[src/rtl/muldiv_hilo_ctrl.sv]
// muldiv_hilo_ctrl: multi-cycle MULT/MULTU/DIV/DIVU sequencer owning the HI/LO
// registers of the EX stage. Operands are reduced to magnitudes on accept,
// iterated one bit per cycle (shift-add / restoring shift-subtract), then
// sign-corrected and written to HI/LO. Also serves MFHI/MFLO and MTHI/MTLO and
// raises a stall while the unit is busy.
module muldiv_hilo_ctrl #(
    parameter int XLEN  = 32,
    parameter int CNT_W = 5
) (
    input  logic            clk,
    input  logic            rst,
    input  logic            start_i,
    input  logic [1:0]      op_i,
    input  logic [XLEN-1:0] a_i,
    input  logic [XLEN-1:0] b_i,
    input  logic            hl_rd_i,
    input  logic            hl_wr_i,
    input  logic            hl_sel_i,
    input  logic [XLEN-1:0] hl_wdata_i,
    output logic [XLEN-1:0] hl_rdata_o,
    output logic [XLEN-1:0] hi_o,
    output logic [XLEN-1:0] lo_o,
    output logic            busy_o,
    output logic            stall_o,
    output logic            done_o,
    output logic            dz_o
);

    typedef enum logic [2:0] {
        ST_IDLE = 3'd0,
        ST_PREP = 3'd1,
        ST_CALC = 3'd2,
        ST_FIX  = 3'd3,
        ST_DONE = 3'd4
    } state_t;

    localparam logic [CNT_W-1:0] CNT_LAST = CNT_W'(XLEN - 1);

    state_t              state_q;
    logic [CNT_W-1:0]    cnt_q;
    logic [1:0]          op_q;        // op_q[1]: divide, op_q[0]: unsigned
    logic [XLEN-1:0]     mag_a_q;
    logic [XLEN-1:0]     mag_b_q;
    logic                neg_res_q;   // result (product / quotient) negative
    logic                neg_rem_q;   // dividend negative -> remainder negative
    logic [2*XLEN-1:0]   acc_q;       // product, or {remainder, quotient/dividend}
    logic [XLEN-1:0]     hi_q;
    logic [XLEN-1:0]     lo_q;
    logic                busy_q;
    logic                done_q;
    logic                dz_q;

    logic                neg_a_d;
    logic                neg_b_d;
    logic [XLEN-1:0]     mag_a_d;
    logic [XLEN-1:0]     mag_b_d;
    logic [XLEN:0]       mul_sum_d;
    logic [2*XLEN-1:0]   mul_next_d;
    logic [XLEN:0]       rem_sh_d;
    logic [XLEN+1:0]     trial_d;
    logic                q_bit_d;
    logic [XLEN-1:0]     rem_next_d;
    logic [2*XLEN-1:0]   div_next_d;
    logic [2*XLEN-1:0]   prod_fix_d;
    logic [XLEN-1:0]     quo_fix_d;
    logic [XLEN-1:0]     rem_fix_d;

    // Operand magnitudes and signs for the op being presented (signed ops only).
    always_comb begin
        neg_a_d = ~op_i[0] & a_i[XLEN-1];
        neg_b_d = ~op_i[0] & b_i[XLEN-1];
        mag_a_d = neg_a_d ? (~a_i + {{(XLEN-1){1'b0}}, 1'b1}) : a_i;
        mag_b_d = neg_b_d ? (~b_i + {{(XLEN-1){1'b0}}, 1'b1}) : b_i;
    end

    // One iteration of shift-add multiply and restoring divide, plus final sign fix.
    always_comb begin
        mul_sum_d  = {1'b0, acc_q[2*XLEN-1:XLEN]}
                   + (acc_q[0] ? {1'b0, mag_a_q} : {(XLEN+1){1'b0}});
        mul_next_d = {mul_sum_d, acc_q[XLEN-1:1]};

        rem_sh_d   = {acc_q[2*XLEN-1:XLEN], acc_q[XLEN-1]};
        trial_d    = {1'b0, rem_sh_d} - {2'b00, mag_b_q};
        q_bit_d    = ~trial_d[XLEN+1];
        rem_next_d = q_bit_d ? trial_d[XLEN-1:0] : rem_sh_d[XLEN-1:0];
        div_next_d = {rem_next_d, acc_q[XLEN-2:0], q_bit_d};

        prod_fix_d = neg_res_q ? (~acc_q + {{(2*XLEN-1){1'b0}}, 1'b1}) : acc_q;
        quo_fix_d  = neg_res_q ? (~acc_q[XLEN-1:0] + {{(XLEN-1){1'b0}}, 1'b1})
                               : acc_q[XLEN-1:0];
        rem_fix_d  = neg_rem_q ? (~acc_q[2*XLEN-1:XLEN] + {{(XLEN-1){1'b0}}, 1'b1})
                               : acc_q[2*XLEN-1:XLEN];
    end

    // Sequencer FSM with datapath, HI/LO ownership and registered status outputs.
    always_ff @(posedge clk) begin
        if (rst) begin
            state_q   <= ST_IDLE;
            cnt_q     <= {CNT_W{1'b0}};
            op_q      <= 2'b00;
            mag_a_q   <= {XLEN{1'b0}};
            mag_b_q   <= {XLEN{1'b0}};
            neg_res_q <= 1'b0;
            neg_rem_q <= 1'b0;
            acc_q     <= {(2*XLEN){1'b0}};
            hi_q      <= {XLEN{1'b0}};
            lo_q      <= {XLEN{1'b0}};
            busy_q    <= 1'b0;
            done_q    <= 1'b0;
            dz_q      <= 1'b0;
        end else begin
            done_q <= 1'b0;
            dz_q   <= 1'b0;
            case (state_q)
                ST_IDLE, ST_DONE: begin
                    // MTHI/MTLO lands now; a same-cycle op overwrites at completion.
                    if (hl_wr_i) begin
                        if (hl_sel_i) hi_q <= hl_wdata_i;
                        else          lo_q <= hl_wdata_i;
                    end
                    if (start_i) begin
                        op_q      <= op_i;
                        mag_a_q   <= mag_a_d;
                        mag_b_q   <= mag_b_d;
                        neg_res_q <= neg_a_d ^ neg_b_d;
                        neg_rem_q <= neg_a_d;
                        busy_q    <= 1'b1;
                        state_q   <= ST_PREP;
                    end else begin
                        busy_q    <= 1'b0;
                        state_q   <= ST_IDLE;
                    end
                end
                ST_PREP: begin
                    cnt_q <= {CNT_W{1'b0}};
                    if (op_q[1] && (mag_b_q == {XLEN{1'b0}})) begin
                        busy_q  <= 1'b0;
                        done_q  <= 1'b1;
                        dz_q    <= 1'b1;
                        state_q <= ST_DONE;
                    end else begin
                        acc_q   <= op_q[1] ? {{XLEN{1'b0}}, mag_a_q}
                                           : {{XLEN{1'b0}}, mag_b_q};
                        state_q <= ST_CALC;
                    end
                end
                ST_CALC: begin
                    acc_q <= op_q[1] ? div_next_d : mul_next_d;
                    cnt_q <= cnt_q + {{(CNT_W-1){1'b0}}, 1'b1};
                    if (cnt_q == CNT_LAST) state_q <= ST_FIX;
                    else                   state_q <= ST_CALC;
                end
                ST_FIX: begin
                    if (op_q[1]) begin
                        hi_q <= rem_fix_d;
                        lo_q <= quo_fix_d;
                    end else begin
                        hi_q <= prod_fix_d[2*XLEN-1:XLEN];
                        lo_q <= prod_fix_d[XLEN-1:0];
                    end
                    busy_q  <= 1'b0;
                    done_q  <= 1'b1;
                    state_q <= ST_DONE;
                end
                default: begin
                    busy_q  <= 1'b0;
                    state_q <= ST_IDLE;
                end
            endcase
        end
    end

    assign hl_rdata_o = hl_sel_i ? hi_q : lo_q;
    assign stall_o    = busy_q & (start_i | hl_rd_i | hl_wr_i);
    assign hi_o       = hi_q;
    assign lo_o       = lo_q;
    assign busy_o     = busy_q;
    assign done_o     = done_q;
    assign dz_o       = dz_q;

endmodule

[config.mk]
export PLATFORM = sky130hd
export DESIGN_NAME = muldiv_hilo_ctrl
export DESIGN_NICKNAME = d
export VERILOG_FILES = /design/src/rtl/muldiv_hilo_ctrl.sv
export SDC_FILE = /design/constraint.sdc
export NUM_CORES = 1
export LEC_CHECK = 0
export BUFFER_PORTS_ARGS = -buffer_cell sky130_fd_sc_hd__buf_2
export CORE_MARGIN = 8
export CORE_UTILIZATION = 60
export CTS_CLUSTER_SIZE = 10
export DETAILED_ROUTE_END_ITERATION = 10
export PLACE_DENSITY = 0.92
export SYNTH_ARGS = -nofsm -noshare
export SYNTH_HDL_FRONTEND = slang
export SYNTH_SLANG_ARGS = --single-unit
[constraint.sdc]
create_clock -name clk -period 4.5 [get_ports clk]
set_input_delay 0.675 -clock clk [delete_from_list [all_inputs] [get_ports clk]]
set_output_delay 0.675 -clock clk [all_outputs]
set_load 0.005 [all_outputs]
Word level (Yosys, flattened, before mapping)
Index checks and enable logic that the tools add are counted.
{"block": "op_classes", "add_sub_neg": 8, "eq_ne": 10, "n_mux": 30, "n_bitwise": 15, "n_reduce_logical": 12}
{"op": "$mux 32", "count": 14}
{"op": "$mux 64", "count": 3}
{"op": "$add 32x1->32 const B", "count": 4}
{"op": "$not 32->32", "count": 4}
{"op": "$pmux 32 s2", "count": 2}
{"op": "$pmux 64 s2", "count": 1}
{"op": "$add 64x1->64 const B", "count": 1}
{"op": "$not 64->64", "count": 1}
{"op": "$sub 33x32->34", "count": 1}
{"op": "$add 32x32->33", "count": 1}
{"op": "$logic_not 32->1", "count": 1}
{"op": "$pmux 3 s4", "count": 1}
{"op": "$ne 2x2->1 const B", "count": 5}
{"op": "$pmux 5 s2", "count": 1}
{"op": "$eq 3x2->1 const B", "count": 2}
{"op": "$reduce_and 2->1", "count": 3}
{"op": "$reduce_and 3->1", "count": 2}
{"op": "$add 5x1->5 const B", "count": 1}
{"op": "$eq 5x5->1 const B", "count": 1}
{"op": "$mux 1", "count": 5}
{"op": "$not 1->1", "count": 4}
{"op": "$reduce_bool 2->1", "count": 2}
{"op": "$reduce_or 2->1", "count": 2}
{"op": "$and 1x1->1", "count": 3}
{"op": "other kinds (9)", "count": 10}
{"block": "totals", "reg_bits": 207, "inputBits": 104, "out_inout_bits": 100}

Logic depth before layout (Yosys ltp)
Gate-level depths: netlist (run 1).
{"block": "logic_depth", "ltp_word": 5, "mapped_depth": 15, "mapped_depth_nobuf": 13}

Worst setup path after synthesis (run 1)
Ideal clock, no wire load.
{"block": "synth_path", "path_type": "register to register", "start": "reg acc_q[32]", "end": "reg hi_q[24], in the netlist hi_o[24]", "setup_ns": 0.091, "arrival_ns": 3.095, "t_required_ns": 4.409, "path_slack_ns": 1.314, "stages_incl_launch_ff": 14, "synth_period_minus_slack_ns": 3.186, "path_cell_list": "dfxtp_1 inv_1 ha_1 or3b_1 or3_1 clkbuf_1 or3_1 buf_2 or4_4 nor4b_4 o21ai_2 xor2_1 nor2_1 a311oi_1"}
{"block": "synth_via", "elab_chain_len": 5}
{"item": "start, declared", "line": "46", "text": "logic [2*XLEN-1:0] acc_q;"}
{"item": "start signal, assigned", "line": "105", "text": "acc_q <= {(2*XLEN){1'b0}};"}
{"item": "start signal, assigned", "line": "142", "text": "acc_q <= op_q[1] ? {{XLEN{1'b0}}, mag_a_q}"}
{"item": "start signal, assigned", "line": "148", "text": "acc_q <= op_q[1] ? div_next_d : mul_next_d;"}
{"item": "$not 64->64 or $not 32->32 (tied branches)", "line": "88, 91"}
{"item": "$add 64x1->64 or $add 32x1->32 (tied branches)", "line": "88, 91"}
{"item": "$mux 64 or $mux 32 (tied branches)", "line": "88, 91"}
{"item": "$mux 32 *", "line": "154", "text": "if (op_q[1]) begin"}
{"item": "$pmux 32 s2 *", "line": "114", "text": "case (state_q)"}
{"item": "end signal, assigned", "line": "118", "text": "if (hl_sel_i) hi_q <= hl_wdata_i;"}
{"item": "end signal, assigned", "line": "155", "text": "hi_q <= rem_fix_d;"}
{"item": "end signal, assigned", "line": "158", "text": "hi_q <= prod_fix_d[2*XLEN-1:XLEN];"}
{"item": "end, declared", "line": "47", "text": "logic [XLEN-1:0] hi_q;"}
Mark *: on every way between the ends. The rest lies on a longest branch, timed or not.
A chain may end at the register's enable or synchronous reset.

Final worst setup path (run 1)
{"block": "layout_path", "start": "reg acc_q[0]", "end": "reg acc_q[55]"}
{"block": "layout_via", "elab_chain_len": 4}
{"item": "$mux 32", "line": "79", "text": "+ (acc_q[0] ? {1'b0, mag_a_q} : {(XLEN+1){1'b0}});"}
{"item": "$add 32x32->33", "line": "79"}
{"item": "$mux 64", "line": "148"}
{"item": "$pmux 64 s2", "line": "114"}
Every way passes these cells.

==> results.json, run 1 <==
{
  "cts-root-buf": "clkbuf_16",
  "tns_ps": 0,
  "finalCritPeriodShare_pct": 89.1,
  "grt.total_usage_pct": 35.3,
  "hold_class": "input port to flop",
  "ys.flop_type": "dfxtp_1",
  "finalHoldViolations": 0,
  "wl_mm": 58.1,
  "place_ws_ps": 657,
  "peakVddDrop_mv": 0.292,
  "first_pass_iters": 7,
  "numCtsBuffers": 25,
  "row_count": 59,
  "r2r-start": "acc_q[0]",
  "ys_types": 79,
  "clk_pin_slew_ps": 60,
  "min_path_cells": 3,
  "fp.dieH_um": 178,
  "fmax_ghz": 0.249,
  "power_density_nw_per_um2": 322,
  "dp_hpwl_mm": 44.5,
  "p_leak_nw": 7.48,
  "synth_edf_count": 0,
  "crit_type": "flop to flop",
  "fin_nets": 2342,
  "n_antenna_cell": 0,
  "portBuffers": 203,
  "worstReg2RegEnd": "acc_q[55]",
  "fillCellCount": 2181,
  "required_ps": 4930,
  "yosysSeqAreaShare_pct": 26.1,
  "fin_util_pct": 68.2,
  "syn_avg_cell_area_um2": 7.74,
  "syn_to_final_growth_pct": 12.2,
  "end_kind": "flop",
  "ys_async_sr_fraction_pct": 0,
  "worstHoldStart": "hl_wdata_i[22]",
  "fin_worst_skew_ps": 13.1,
  "syn-instance-count": 2041,
  "clk_latency_ps": 550,
  "ys_ff_latch": 206,
  "setup_viol": 0,
  "worst_slew_margin_rel_pct": 14.2,
  "core_um2": 26000,
  "grt_pass1_wl_mm": 89.2,
  "finalPower_mw": 5.71,
  "rsz0062_at_grt": "no",
  "num_io_pins": 204,
  "netlist_area_um2": 15800,
  "cp_max_fo": 37,
  "maxCapViolCount": 0,
  "routabilityCongestion": 1.02,
  "critical_path_arrival_ps": 4450,
  "final_common_cell": "nor2_1",
  "cts_setup_buffers": 0,
  "wl_per_cell_um": 23.2,
  "cts_hold_buf": 0,
  "slew_viol_final": 0,
  "status": "finished clean",
  "grt-ovfl-total": 0,
  "rrSetupSlack_ps": 490,
  "layout_common_cells": "289 x nor2_1, 205 x dfxtp_1, 202 x buf_2",
  "antenna_found_initial": 2,
  "vias": 16913,
  "viasPerCell": 6.74,
  "cts_max_level": 1,
  "die-width_um": 178,
  "syn_nets": 2217,
  "start_kind": "flop",
  "worst_pin_slew_ps": 1280,
  "drc": 0,
  "setup_ws_ps": 489,
  "cts_buffer_depth": 3,
  "initial_core_util_pct": 60.8,
  "ant_nets": 0,
  "cts_resized": 0,
  "cts_sinks": 206,
  "ys_warn_count": 0,
  "grt_max_degree": 114,
  "drt_iter0_markers": 1896,
  "drive_gt1_share_pct": 16.5,
  "grt_pass1_vias": 15869,
  "cts_tree": "built",
  "hold_end": "hi_o[22]",
  "reg2reg_depth": 13,
  "post-route-min-period_ps": 4010,
  "die_area_um2": 31800
}
cell families after synthesis:
family,after synthesis,share of synthesized area (%)
and+or+nand+nor,741,21.8
AOI/OAI and AO/OA,580,24.6
DFF,206,26.1
buffers and inverters,200,4.91
xor gates and xnor gates,161,8.93
muxes,81,7.86
adders and majority gates,72,5.80
cell usage after synthesis, types with 11 or more instances:
cell      number  share of area [%]
xnor2_1       74                4.1
nor3_1        70                2.2
a21oi_1      131                4.2
o41ai_1       14               0.78
xor2_1        87                4.8
a21o_1        33                1.6
o21ai_0      105                3.3
and2_1        38                1.5
dfxtp_1      206                 26
inv_1         60                1.4
nor2_1       292                6.9
nor2b_1       12               0.48
or3_1         28                1.1
o31ai_1       22                1.0
o22ai_1       13               0.51
mux2i_1       16                1.0
ha_1          70                5.5
clkbuf_1     122                2.9
nand2b_1      17               0.67
mux4_2        31                4.4
nand3_1       28               0.89
a311oi_1      24                1.3
a22oi_1       19               0.90
mux2_2        34                2.4
a211oi_1      99                4.7
nor4_1        26                1.0
or4_1         13               0.62
a31oi_1       19               0.75
nand2_1      174                4.1
o211ai_1      11               0.52
where the power goes:
part | total (mW) | internal, mW | switching, mW
combinational | 1.58 | 0.632 | 0.945
clock | 1.87 | 1.08 | 0.792
sequential | 2.27 | 1.98 | 0.283
worst max-delay path, stage by stage, from the launching register on:
cell	delay [ps]
dfxtp_1	1030
and2_1	240
ha_1	200
inv_1	70
fa_1	400
nor2b_1	170
o2111ai_1	150
a21oi_1	230
o21a_1	200
o2111ai_1	160
a21oi_1	420
a21oi_1	190
xnor2_1	150
a221o_1	290
how the worst max path moves through the flow:
stage	from	to	slack [ps]	depth (start not counted)
after global placement	acc_q[0]	acc_q[55]	710	13
after floorplan	acc_q[32]	hi_o[24]	1310	13
after global routing	acc_q[0]	acc_q[55]	340	13
final	acc_q[0]	acc_q[55]	490	13
after detailed placement	acc_q[0]	acc_q[55]	660	13
after CTS	acc_q[0]	acc_q[55]	650	13
stage by stage:
step	std cells	hold slack, ps	cell area (um^2)
after CTS	2508	399	17700
after global placement	2474	453	17000
after floorplan	2041	437	15800
after detailed placement	2474	477	17000
after global routing	2508	432	17700
final	2508	408	17700
layout make-up:
class / count / area (um^2) / area share, %
clock buffers: 31 / 658 / 3.71
well taps: 335 / 419 / 2.37
flip-flops and latches: 206 / 4130 / 23.3
clock inverters: 3 / 55.1 / 0.311
repair buffers: 238 / 1290 / 7.30
multi-input cells: 1635 / 10900 / 61.8
inverters: 60 / 225 / 1.27
flip-flops by register name, indices dropped and copies added, names as in the netlist, 3 cells and up:
register  flops
hi_o         32
state_q       3
lo_o         32
mag_b_q      32
acc_q        64
cnt_q         5
mag_a_q      32
metal layers:
layer / share of wire (%) / routed length [um] / track usage [%]
met5: 0.022 / 13 / 0
met4: 5.8 / 3360 / 17.6
met3: 9.9 / 5750 / 6.73
met2: 45 / 26200 / 57.0
met1: 39 / 22800 / 44.5
(Power assumes the default switching activity.)
==> run 2, diff against run 1 <==
PLACE_DENSITY = 0.82   (was 0.92)
==> run 2 against run 1 <==
Core utilization grew 0.64 points. Clock power is 5% higher. Register-to-register slack improved by 290 ps. Via count fell by 0.89%. Die area stayed put. Worst hold slack lost 45 ps. Clock skew increased by 13 ps. First-iteration DRC count fell by 3.7%. Setup slack better by 290 ps.
==> results.json, run 2 (same netlist as run 1, synthesis figures left out) <==
{
  "status": "finished clean",
  "start_kind": "flop",
  "tns_ps": 0,
  "p_leak_nw": 7.59,
  "min_path_cells": 3,
  "final_common_cell": "nor2_1",
  "sequentialPowerShare_pct": 38.4,
  "r2r-start": "acc_q[32]",
  "cts_max_level": 1,
  "critical_path_arrival_ps": 4150,
  "clk_latency_ps": 560,
  "ant_nets": 0,
  "wl_per_cell_um": 22.9,
  "slowest_delay_ps": 550,
  "routabilityCongestion": 1.00,
  "p_clk_share_pct": 33.8,
  "end_kind": "flop",
  "cts_buffer_depth": 3,
  "largest_register_ffs": 64,
  "slowest_stage": "dfxtp_1",
  "post-route-min-period_ps": 3720,
  "power_density_nw_per_um2": 325,
  "rsz0062_at_grt": "no",
  "fin_nets": 2358,
  "die-width_um": 178,
  "layout_common_cells": "288 x nor2_1, 205 x dfxtp_1, 202 x buf_2",
  "placed_cell_area_um2": 17100,
  "setup_viol": 0,
  "cts-root-buf": "clkbuf_16",
  "syn_to_final_growth_pct": 13.2,
  "first_pass_iters": 7,
  "grt_pass1_vias": 15482,
  "worstReg2RegEnd": "acc_q[43]",
  "fillCellCount": 2243,
  "path_cells": "ha_1 -> nor2b_1 -> o2111ai_1 -> a2111oi_1 -> buf_4 -> o2111ai_1 -> a21boi_0 -> nor3_4 -> buf_4 -> mux2_2 -> nor2_1 -> o21ai_0",
  "crit_type": "flop to flop",
  "numCtsBuffers": 26,
  "cp_max_fo": 29,
  "core_um2": 26000,
  "drt_iter0_markers": 1826,
  "vias": 16762,
  "slew_viol_final": 0,
  "portBuffers": 203,
  "cts_hold_buf": 0,
  "power.internal_mw": 3.76,
  "antenna_found_initial": 0,
  "switching_power_mw": 2.05,
  "finalCritPeriodShare_pct": 82.7,
  "row_count": 59,
  "finalHoldViolations": 0,
  "viasPerCell": 6.63,
  "maxCapViolCount": 0,
  "cts_tree": "built",
  "post-route-cell-area_um2": 17900,
  "dp_hpwl_mm": 44.9,
  "hold_end": "op_q[1]",
  "cts_resized": 0,
  "drc": 0,
  "reg2reg_depth": 12,
  "fin_worst_skew_ps": 26.5,
  "hold_class": "input port to flop",
  "cts_sinks": 206,
  "worstHoldStart": "op_i[1]",
  "peakVddDrop_mv": 0.340,
  "rrSetupSlack_ps": 780,
  "combPwrFrac_pct": 27.8,
  "worst_pin_slew_ps": 1270,
  "fmax_ghz": 0.269,
  "wl_mm": 57.8,
  "die_area_um2": 31800,
  "regMostFlops": "acc_q",
  "num_io_pins": 204,
  "initial_core_util_pct": 60.8,
  "worst_slew_margin_rel_pct": 15.3,
  "clk_pin_slew_ps": 60,
  "required_ps": 4930,
  "grt-ovfl-total": 0,
  "cts_setup_buffers": 0,
  "drive_gt1_share_pct": 17.3,
  "sw_frac_of_total_pct": 35.3,
  "fp.dieH_um": 178,
  "grt_pass1_wl_mm": 88.3,
  "grt.total_usage_pct": 34.9,
  "grt_max_degree": 113
}
==> run 2: cell types whose count changed in the layout (fill, tap and decap cells not counted), sizes merged <==
cell and delta:
bufinv -1, inv -1, clkinv +3, clkbuf +5, buf +15, diode +1
==> run 2: layout make-up <==
| cell class | instances | area [um^2] | share of cell area [%] |
|---|---|---|---|
| clock buffers | 36 | 738 | 4.13 |
| diodes | 1 | 2.50 | 0.0140 |
| flip-flops and latches | 206 | 4130 | 23.1 |
| inverters | 60 | 225 | 1.26 |
| repair buffers | 253 | 1390 | 7.79 |
| well taps | 335 | 419 | 2.34 |
| multi-input cells | 1635 | 10900 | 61.1 |
| clock inverters | 4 | 45.0 | 0.252 |
==> run 2: critical path, delay by kind of cell, from the launching register on <==
| family | cells | cell delay [ps] |
|---|---|---|
| compound gates | 5 | 960 |
| simple gates | 3 | 780 |
| buf+inv | 2 | 610 |
| flops | 1 | 550 |
| mux | 1 | 370 |
| fa+ha+maj | 1 | 300 |
==> run 2: worst max path at each step <==
stage,startpoint,to,cells after the start
global route,acc_q[0],hi_o[10],9
global placement,mag_b_q[26],acc_q[43],12
floorplan,acc_q[32],hi_o[24],13
finish,acc_q[32],acc_q[43],12
detailed placement,acc_q[0],hi_o[7],8
CTS,acc_q[0],hi_o[7],8
==> run 2: per-stage QoR <==
step                      power [mW]  instances  setup slack (ps)  utilization (%)  hold WS, ps
after global routing            6.03       2529               373             68.8          386
after detailed placement        3.82       2489               848             65.8          469
after floorplan                 3.24       2041              1310                -          437
after global placement          3.80       2489               878             65.8          456
final                           5.81       2530               779             68.8          363
after CTS                       5.76       2529               820             68.8          356
==> run 2: routing by layer <==
layer / share of wire (%) / track usage (%) / up-vias
met5: 0 / 0 / -
met4: 4.4 / 14.1 / 0
met3: 10 / 6.29 / 172
met2: 44 / 54.4 / 932
met1: 41 / 47.2 / 7916
li1: - / - / 7742
==> run 2: power by group through the flow <==
stage | clock [mW] | combinational, mW | sequential [mW]
6_report | 1.96 | 1.61 | 2.23
5_1_grt | 2.04 | 1.75 | 2.24
4_1_cts | 1.97 | 1.58 | 2.22
3_5_place_dp | 0 | 1.57 | 2.26
3_3_place_gp | 0 | 1.55 | 2.25
2_1_floorplan | 0 | 1.11 | 2.13
